`src/rtl/pipeline_hazard_controller_pkg.sv`:
```
// Shared types for the pipeline hazard controller:
// forwarding/PC select encodings, sequencer state and scoreboard entry layout.
package pipeline_hazard_controller_pkg;

    // Register-address width carried by scoreboard entries; the top's REG_W must match it.
    localparam int SB_RD_W = 5;

    typedef enum logic [1:0] {
        SEL_RF  = 2'b00,
        SEL_EX  = 2'b01,
        SEL_MEM = 2'b10,
        SEL_WB  = 2'b11
    } fwd_sel_t;

    typedef enum logic [1:0] {
        PCSEL_NPC = 2'b00,
        PCSEL_TA  = 2'b01,
        PCSEL_ALU = 2'b10
    } pc_sel_t;

    typedef enum logic {
        ST_RUN      = 1'b0,
        ST_MEM_WAIT = 1'b1
    } hz_state_t;

    typedef struct packed {
        logic [SB_RD_W-1:0] rd;
        logic               we;
        logic               load;
        logic               dm;
    } sb_entry_t;

    localparam sb_entry_t SB_EMPTY = '{rd: '0, we: 1'b0, load: 1'b0, dm: 1'b0};

    // An in-flight result can feed an ID operand only if it is really written,
    // really read, and not r0 (hard-wired zero).
    function automatic logic src_hit(input sb_entry_t e,
                                     input logic [SB_RD_W-1:0] src,
                                     input logic used);
        return used && e.we && (e.rd != '0) && (e.rd == src);
    endfunction

endpackage

```
`src/rtl/pipeline_hazard_controller_fwd_select.sv`:
```
// Forwarding source select for one ID operand: youngest matching producer wins.
module pipeline_hazard_controller_fwd_select
    import pipeline_hazard_controller_pkg::*;
(
    input  logic [SB_RD_W-1:0] src,
    input  logic               used,
    input  sb_entry_t          ex_entry,
    input  sb_entry_t          mem_entry,
    input  sb_entry_t          wb_entry,
    output logic [1:0]         sel
);

    always_comb begin
        sel = SEL_RF;
        if (src_hit(ex_entry, src, used)) begin
            sel = SEL_EX;
        end else if (src_hit(mem_entry, src, used)) begin
            sel = SEL_MEM;
        end else if (src_hit(wb_entry, src, used)) begin
            sel = SEL_WB;
        end
    end

endmodule

```
`src/rtl/pipeline_hazard_controller.sv`:
```
// Hazard sequencer for the 5-stage pipeline: destination scoreboard, operand forwarding,
// load-use bubble, PC redirect / delay-slot annul and data-memory wait freeze.
module pipeline_hazard_controller
    import pipeline_hazard_controller_pkg::*;
#(
    parameter int REG_W   = SB_RD_W,
    parameter int DM_WAIT = 0,
    parameter int CNT_W   = 3
) (
    input  logic             Clk,
    input  logic             R,
    input  logic [REG_W-1:0] ID_RA,
    input  logic [REG_W-1:0] ID_RB,
    input  logic [REG_W-1:0] ID_RDataIn,
    input  logic             ID_uses_ra,
    input  logic             ID_uses_rb,
    input  logic             ID_uses_rdi,
    input  logic [REG_W-1:0] ID_RD_MUX,
    input  logic             ID_RF_enable,
    input  logic             ID_load_instr,
    input  logic             ID_DataMem_enable,
    input  logic             ID_B_instr,
    input  logic             ID_29_a,
    input  logic             ID_ba_instr,
    input  logic             ID_Call_instr,
    input  logic             BranchCondition_Out,
    input  logic             EX_jmpl_instr,
    output logic             PC_LE,
    output logic             nPC_LE,
    output logic             IFID_LE,
    output logic             Pipe_LE,
    output logic             S,
    output logic             IFID_Reset,
    output logic [1:0]       MUX_IF_Signal,
    output logic [1:0]       Sig_DataHazard_EX,
    output logic [1:0]       Sig_DataHazard_MEM,
    output logic [1:0]       Sig_DataHazard_WB
);

    localparam int NUM_SRC = 3;

    sb_entry_t        id_entry;
    sb_entry_t        ex_reg;
    sb_entry_t        mem_reg;
    sb_entry_t        wb_reg;
    hz_state_t        state_reg;
    logic [CNT_W-1:0] cnt_reg;

    // Operand slots: 0 = PA (rs1), 1 = PB (rs2), 2 = DataIn (store rd).
    logic [NUM_SRC-1:0][REG_W-1:0] src_addr;
    logic [NUM_SRC-1:0]            src_used;
    logic [NUM_SRC-1:0][1:0]       src_sel;
    logic [NUM_SRC-1:0]            src_load_hit;

    logic    in_wait;
    logic    load_use;
    logic    annul;
    logic    front_le;
    logic    pipe_le;
    logic    bubble;
    logic    ifid_clear;
    pc_sel_t pc_sel;

    assign src_addr = {ID_RDataIn, ID_RB, ID_RA};
    assign src_used = {ID_uses_rdi, ID_uses_rb, ID_uses_ra};

    genvar gi;
    generate
        for (gi = 0; gi < NUM_SRC; gi++) begin : g_src
            pipeline_hazard_controller_fwd_select u_fwd (
                .src       (src_addr[gi]),
                .used      (src_used[gi]),
                .ex_entry  (ex_reg),
                .mem_entry (mem_reg),
                .wb_entry  (wb_reg),
                .sel       (src_sel[gi])
            );
            assign src_load_hit[gi] = ex_reg.load && src_hit(ex_reg, src_addr[gi], src_used[gi]);
        end
    endgenerate

    always_comb begin
        id_entry      = SB_EMPTY;
        id_entry.rd   = ID_RD_MUX;
        id_entry.we   = ID_RF_enable;
        id_entry.load = ID_load_instr;
        id_entry.dm   = ID_DataMem_enable;
    end

    assign in_wait  = (state_reg == ST_MEM_WAIT);
    assign load_use = |src_load_hit;
    // ba,a annuls its delay slot even though the branch is always taken.
    assign annul    = ID_B_instr && ID_29_a && (!BranchCondition_Out || ID_ba_instr);

    always_comb begin
        front_le   = 1'b1;
        pipe_le    = 1'b1;
        bubble     = 1'b0;
        ifid_clear = 1'b0;
        pc_sel     = PCSEL_NPC;
        if (in_wait) begin
            front_le = 1'b0;
            pipe_le  = 1'b0;
        end else begin
            if (EX_jmpl_instr) begin
                pc_sel = PCSEL_ALU;
            end else if (ID_Call_instr || (ID_B_instr && BranchCondition_Out)) begin
                pc_sel = PCSEL_TA;
            end
            bubble     = load_use;
            front_le   = !load_use;
            ifid_clear = annul && !load_use;
        end
    end

    // While R is high every output shows its reset value regardless of state.
    assign PC_LE              = R | front_le;
    assign nPC_LE             = R | front_le;
    assign IFID_LE            = R | front_le;
    assign Pipe_LE            = R | pipe_le;
    assign S                  = R | bubble;
    assign IFID_Reset         = R | ifid_clear;
    assign MUX_IF_Signal      = R ? PCSEL_NPC : pc_sel;
    assign Sig_DataHazard_EX  = R ? SEL_RF : src_sel[0];
    assign Sig_DataHazard_MEM = R ? SEL_RF : src_sel[1];
    assign Sig_DataHazard_WB  = R ? SEL_RF : src_sel[2];

    always_ff @(posedge Clk or posedge R) begin
        if (R) begin
            ex_reg    <= SB_EMPTY;
            mem_reg   <= SB_EMPTY;
            wb_reg    <= SB_EMPTY;
            state_reg <= ST_RUN;
            cnt_reg   <= '0;
        end else begin
            if (pipe_le) begin
                ex_reg  <= bubble ? SB_EMPTY : id_entry;
                mem_reg <= ex_reg;
                wb_reg  <= mem_reg;
            end
            case (state_reg)
                ST_RUN: begin
                    // The entry about to enter MEM decides whether memory needs extra cycles.
                    if ((DM_WAIT > 0) && ex_reg.dm) begin
                        state_reg <= ST_MEM_WAIT;
                        cnt_reg   <= CNT_W'(DM_WAIT);
                    end
                end
                ST_MEM_WAIT: begin
                    cnt_reg <= cnt_reg - 1'b1;
                    if (cnt_reg == CNT_W'(1)) begin
                        state_reg <= ST_RUN;
                    end
                end
                default: begin
                    state_reg <= ST_RUN;
                end
            endcase
        end
    end

endmodule

```
`config.mk`:
```
export PLATFORM = sky130hd
export DESIGN_NAME = pipeline_hazard_controller
export DESIGN_NICKNAME = d
export VERILOG_FILES = /design/src/rtl/pipeline_hazard_controller_pkg.sv /design/src/rtl/pipeline_hazard_controller_fwd_select.sv /design/src/rtl/pipeline_hazard_controller.sv
export SDC_FILE = /design/constraint.sdc
export NUM_CORES = 1
export LEC_CHECK = 0
export ABC_CLOCK_PERIOD_IN_PS = 7850
export CORE_MARGIN = 1
export CORE_UTILIZATION = 41
export DETAILED_ROUTE_END_ITERATION = 16
export PLACE_DENSITY_LB_ADDON = 0.08
export SLEW_MARGIN = 20
export SYNTH_ARGS = -nofsm -noshare
export SYNTH_HDL_FRONTEND = slang
export SYNTH_SLANG_ARGS = --single-unit
```
`constraint.sdc`:
```
create_clock -name Clk -period 7.85 [get_ports Clk]
set_input_delay 1.57 -clock Clk [delete_from_list [all_inputs] [get_ports Clk]]
set_output_delay 1.57 -clock Clk [all_outputs]
set_load 0.01 [all_outputs]
```
==> results_dict.tcl, run 1 <==
set metrics [dict create \
    p_sw_uw 72.7 \
    path_clk_slew_ns 0.07 \
    antennaDiodeCount 0 \
    ys_seq_elements 23 \
    min_period_over_period 0.710 \
    slowest_stage "nor3_1" \
    crit_chain "clkdlybuf4s50_1, xnor2_1, nand4_1, nor3_1, o41ai_4, nand2b_1, clkdlybuf4s50_1" \
    hp-class "flip-flop to flip-flop" \
    nets 237 \
    worstRegToRegCells 5 \
    hold_end "cnt_reg[2]" \
    fin_util 0.572 \
    path_class "input port to output pin" \
    grt.total_usage 0.192 \
    worstPathArrival_ns 4.01 \
    clockBufferDepth 2 \
    drt-wirelength-per-cell_um 15.1 \
    finish.instance_area_um2 2160 \
    cts_made_buffers 3 \
    cts_setup_buffers 0 \
    tns_ns 0 \
    fp.coreArea_um2 3770 \
    drive_above_1_share 0.110 \
    worst_slew_pin_slew_ns 1.03 \
    viasPerCell 5.33 \
    portBuffers 46 \
    dr.pass1.iters 4 \
    clock_skew_ns 0.00469 \
    antenna_found_initial 0 \
    reg2reg_to "ex_reg[6]" \
    fmax_ghz 0.179 \
    rsz0062_at_grt "no" \
    status "finished, final reports clean" \
    worstSkewPairLatency_ns 0.27 \
    ys_types 36 \
    synth_area_um2 1670 \
    tritoncts "done" \
    yosysMostFrequentCell "xor2_1" \
    p_leak_uw 0.000841 \
    route.vias.total 1322 \
    cts_root_buf "clkbuf_8" \
    slowest_delay_ns 0.62 \
    endpoint_kind "output pin" \
    finalPower_uw 269 \
    ys_seq_area_frac 0.345 \
    gp_congestion 0.815 \
    wirelength_mm 3.73 \
    grt_max_degree 30 \
    final_max_slew_viol_count 0 \
    largest_register_ffs 7 \
    grt_pass1_vias 1319 \
    start_util 0.442 \
    place_area_um2 2110 \
    num_rows 22 \
    ios 48 \
    cp_common_cell "clkdlybuf4s50_1" \
    hold_path_depth 1 \
    die_w_um 65.8 \
    finalCriticalPeriod_ns 5.58 \
    synth_common_cells "xor2_1 (27), dfrtp_1 (23), xnor2_1 (20)" \
    cts_sinks 23 \
    pwr-share-comb 0.227 \
    hold_viol 0 \
    hold_slack_ns 0.483 \
    netlist_instances 166 \
    reg2reg_slack_ns 5.63 \
    maxCapViolCount 0 \
    hp-start "cnt_reg[2]" \
    power.density_nw_per_um2 125 \
    drt-initial-drc-count 39 \
    internal-power_uw 196 \
    power_frac_seq 0.502 \
    critPathMaxFanout 8 \
    drc_errors 0 \
    synth_area_leaders "dfrtp_1 (35%), xor2_1 (14%), xnor2_1 (11%)" \
    synth_warnings 0 \
    ir_drop_v 0.000144 \
    grt_pass1_wl_mm 6.18 \
    worstSetupStartpointType "input port" \
    hpwl_mm 2.87 \
    postCtsHoldBufs 0 \
    synth-main-ff-cell "dfrtp_1" \
    p_clk_frac 0.271 \
    relSlewSlack 0.316 \
    yosysTopAreaCell "dfrtp_1" \
    die_y_um 65.8 \
    required_ns 6.28 \
    avgSynthCellArea_um2 10.0 \
    htree_levels 1 \
    synthArstFlopShare 1.00 \
    swShare 0.270 \
    syn_nets 202 \
    setup_viol 0 \
    synth_edf_count 0 \
    synth_top_area_share 0.345 \
    die_area_um2 4330 \
    syn2layout_area_growth_pct 29.3 \
    cts_resized 0 \
    gr-total-overflow 0 \
    drt.antenna.violating_nets 0 \
    worstReg2RegStart "ex_reg[7]" \
]
## layout make-up
| cell class | count | area (um^2) |
|---|---|---|
| Multi-Input combinational cell | 122 | 995 |
| Tap cell | 48 | 60.1 |
| Clock buffer | 3 | 41.3 |
| Clock inverter | 1 | 5.00 |
| Timing Repair Buffer | 46 | 460 |
| Inverter | 5 | 18.8 |
| Fill cell | 327 | 1620 |
| Sequential cell | 23 | 576 |
## cell families (layout without fill, tap and decap cells)
| kind of cell | count (synthesis) | after routing | synth area share |
|---|---|---|---|
| fa+ha+maj | 2 | 2 | 0.0150 |
| buf+inv | 21 | 55 | 0.0585 |
| compound gates | 23 | 23 | 0.121 |
| mux | 12 | 12 | 0.0810 |
| xor+xnor | 47 | 47 | 0.247 |
| flops | 23 | 23 | 0.345 |
| simple gates | 38 | 38 | 0.133 |
## through the flow
stage | cells | worst slack [ns]
6_report | 248 | 2.27
5_1_grt | 248 | 2.09
4_1_cts | 248 | 2.25
3_5_place_dp | 244 | 2.26
3_3_place_gp | 244 | 2.28
2_1_floorplan | 166 | 3.35
## placed cells by master, fill, tap and decap left out, drive strengths merged, types with 3 or more instances in the layout
master	Yosys	routed
nand2	6	6
a211oi	3	3
dfrtp	23	23
inv	5	5
nand4	6	6
a22o	6	6
or4	3	3
a21oi	3	3
xnor2	20	20
xor2	27	27
nor2	4	4
mux2	12	12
and3	3	3
clkdlybuf4s50	0	46
nor4	8	8
clkbuf	5	3
## worst max-delay path: cells and delay by family
kind | cells | cell delay, ns
XOR/XNOR | 1 | 0.15
buffers and inverters | 2 | 1.09
AO/OA/AOI/OAI | 1 | 0.23
AND/OR/NAND/NOR | 3 | 0.96
## layer usage
| layer | GRT usage | share of wire | routed length (um) |
|---|---|---|---|
| met1 | 0.247 | 0.47 | 1750 |
| met2 | 0.316 | 0.47 | 1760 |
| met3 | 0.0172 | 0.034 | 127 |
| met4 | 0.103 | 0.026 | 98 |
| met5 | 0 | 0 | 0 |
## worst max-delay path by stage
stage	startpoint	end	slack, ns	cells past startpoint
2_1_floorplan	ID_RB[2]	PC_LE	3.35	6
3_3_place_gp	ID_RB[2]	IFID_Reset	2.28	7
3_5_place_dp	ID_RB[1]	nPC_LE	2.26	7
4_1_cts	ID_RB[2]	nPC_LE	2.25	7
5_1_grt	ID_RA[4]	IFID_LE	2.09	7
6_report	ID_RA[4]	nPC_LE	2.27	7
## power by group through the flow
stage          sequential (uW)  clock (uW)  combinational, uW
2_1_floorplan              130           0               40.1
3_3_place_gp               138           0               59.8
3_5_place_dp               138           0               61.3
4_1_cts                    135        74.5               61.7
5_1_grt                    136        79.0               66.9
6_report                   135        72.9               61.0
Note: power is estimated with default switching activity, not from simulation.
==> run 2, diff against run 1 <==
ABC_CLOCK_PERIOD_IN_PS = 5200   (was 7850)
clock period = 5.2 ns   (was 7.85 ns; I/O delays follow)
==> run 2 against run 1 <==
Effect of this change: utilization up 0.46 points; first-iteration DRC count is 46% higher; sequential cell count unchanged; register-to-register slack worse by 2.7 ns; critical path type unchanged.
==> results_dict.tcl, run 2 (synthesized netlist as in run 1, its figures left out) <==
set metrics [dict create \
    ir_drop_v 0.000153 \
    route.vias.total 1326 \
    grt_pass1_wl_mm 6.41 \
    die_w_um 65.8 \
    clock_skew_ns 0.00427 \
    maxCapViolCount 0 \
    swShare 0.265 \
    start_util 0.442 \
    postCtsHoldBufs 0 \
    hp-start "cnt_reg[2]" \
    path_class "input port to output pin" \
    gp_congestion 0.865 \
    htree_levels 1 \
    grt_max_degree 30 \
    cts_setup_buffers 0 \
    power.density_nw_per_um2 186 \
    fp.coreArea_um2 3770 \
    drive_above_1_share 0.119 \
    drc_errors 0 \
    rsz0062_at_grt "no" \
    p_leak_uw 0.000847 \
    fmax_ghz 0.222 \
    die_area_um2 4330 \
    hold_viol 0 \
    cts_sinks 23 \
    worst_slew_pin_slew_ns 1.06 \
    internal-power_uw 297 \
    gr-total-overflow 0 \
    cp_common_cell "clkdlybuf4s50_1" \
    ios 48 \
    worstSkewPairLatency_ns 0.26 \
    worstPathArrival_ns 3.46 \
    antennaDiodeCount 0 \
    grt.total_usage 0.196 \
    status "finished, final reports clean" \
    finalCriticalPeriod_ns 4.50 \
    drt-initial-drc-count 57 \
    required_ns 4.16 \
    grt_pass1_vias 1370 \
    slowest_stage "nor3_1" \
    num_rows 22 \
    min_period_over_period 0.865 \
    portBuffers 46 \
    critPathMaxFanout 8 \
    finish.instance_area_um2 2170 \
    pwr-share-comb 0.230 \
    hpwl_mm 2.99 \
    place_area_um2 2120 \
    hp-class "flip-flop to flip-flop" \
    cts_resized 0 \
    largest_register_ffs 7 \
    tritoncts "done" \
    power_frac_seq 0.505 \
    slowest_delay_ns 0.59 \
    worstReg2RegStart "ex_reg[7]" \
    p_clk_frac 0.265 \
    worstSetupStartpointType "input port" \
    cts_root_buf "clkbuf_8" \
    syn2layout_area_growth_pct 30.3 \
    wirelength_mm 3.81 \
    path_clk_slew_ns 0.07 \
    cts_made_buffers 3 \
    viasPerCell 5.30 \
    final_max_slew_viol_count 0 \
    antenna_found_initial 0 \
    nets 239 \
    drt-wirelength-per-cell_um 15.2 \
    drt.antenna.violating_nets 0 \
    dr.pass1.iters 4 \
    clockBufferDepth 2 \
    crit_path_start "ID_RA[1]" \
    tns_ns 0 \
    mostFrequentLayoutCells "clkdlybuf4s50_1 (46), xor2_1 (27), dfrtp_1 (23)" \
    p_sw_uw 107 \
    die_y_um 65.8 \
    relSlewSlack 0.297 \
    setup_viol 0 \
    endpoint_kind "output pin" \
    crit_chain "clkdlybuf4s50_1, xnor2_1, nand4_1, nor3_1, o41ai_4, a41o_1, clkdlybuf4s50_1" \
    final_common_cell "clkdlybuf4s50_1" \
]
## run 2: per-layer routing
layer,GRT usage,vias to the layer above,share of wire
met5,0,-,0
met4,0.0598,0,0.010
met3,0.0121,4,0.042
met2,0.341,30,0.50
met1,0.258,641,0.45
li1,-,651,-
## run 2: worst max-delay path: cells and delay by family
| kind | cells | cell delay, ns |
|---|---|---|
| buffers and inverters | 2 | 1.03 |
| AND/OR/NAND/NOR | 2 | 0.70 |
| AO/OA/AOI/OAI | 2 | 0.52 |
| XOR/XNOR | 1 | 0.15 |
## run 2: cell type report
type	count	area [um^2]
clock buffer	3	41.3
timing repair buffer	48	475
clock inverter	1	7.51
fill	332	1600
tap	48	60.1
multi-input combinational	122	995
inverter	5	18.8
sequential	23	576
## run 2: final timing paths
path                               to  slack, ns  cells after the start
min in group asynchronous  cnt_reg[2]       1.25                      2
hold / removal             cnt_reg[2]       0.47                      1
setup / recovery           IFID_Reset       0.70                      7
max in group asynchronous   ex_reg[3]       3.42                      3
hold reg to reg            cnt_reg[2]       0.47                      1
setup reg to reg            ex_reg[6]       2.95                      5
## run 2: power by group through the flow
stage | clock [uW] | combinational, uW | sequential (uW)
5_1_grt | 120 | 103 | 207
2_1_floorplan | 0 | 60.5 | 196
3_5_place_dp | 0 | 93.6 | 208
4_1_cts | 112 | 94.2 | 204
3_3_place_gp | 0 | 90.9 | 208
6_report | 107 | 93.2 | 205
## run 2: per-stage QoR
| step | utilization | hold slack, ns | setup slack, ns | instances | total power (uW) |
|---|---|---|---|---|---|
| after CTS | 0.576 | 0.477 | 0.688 | 250 | 410 |
| final | 0.576 | 0.473 | 0.705 | 250 | 405 |
| after detailed placement | 0.563 | 0.462 | 0.709 | 246 | 302 |
| after global placement | 0.563 | 0.458 | 0.743 | 246 | 299 |
| after global routing | 0.576 | 0.515 | 0.543 | 250 | 429 |
| after floorplan | - | 0.445 | 1.76 | 166 | 256 |
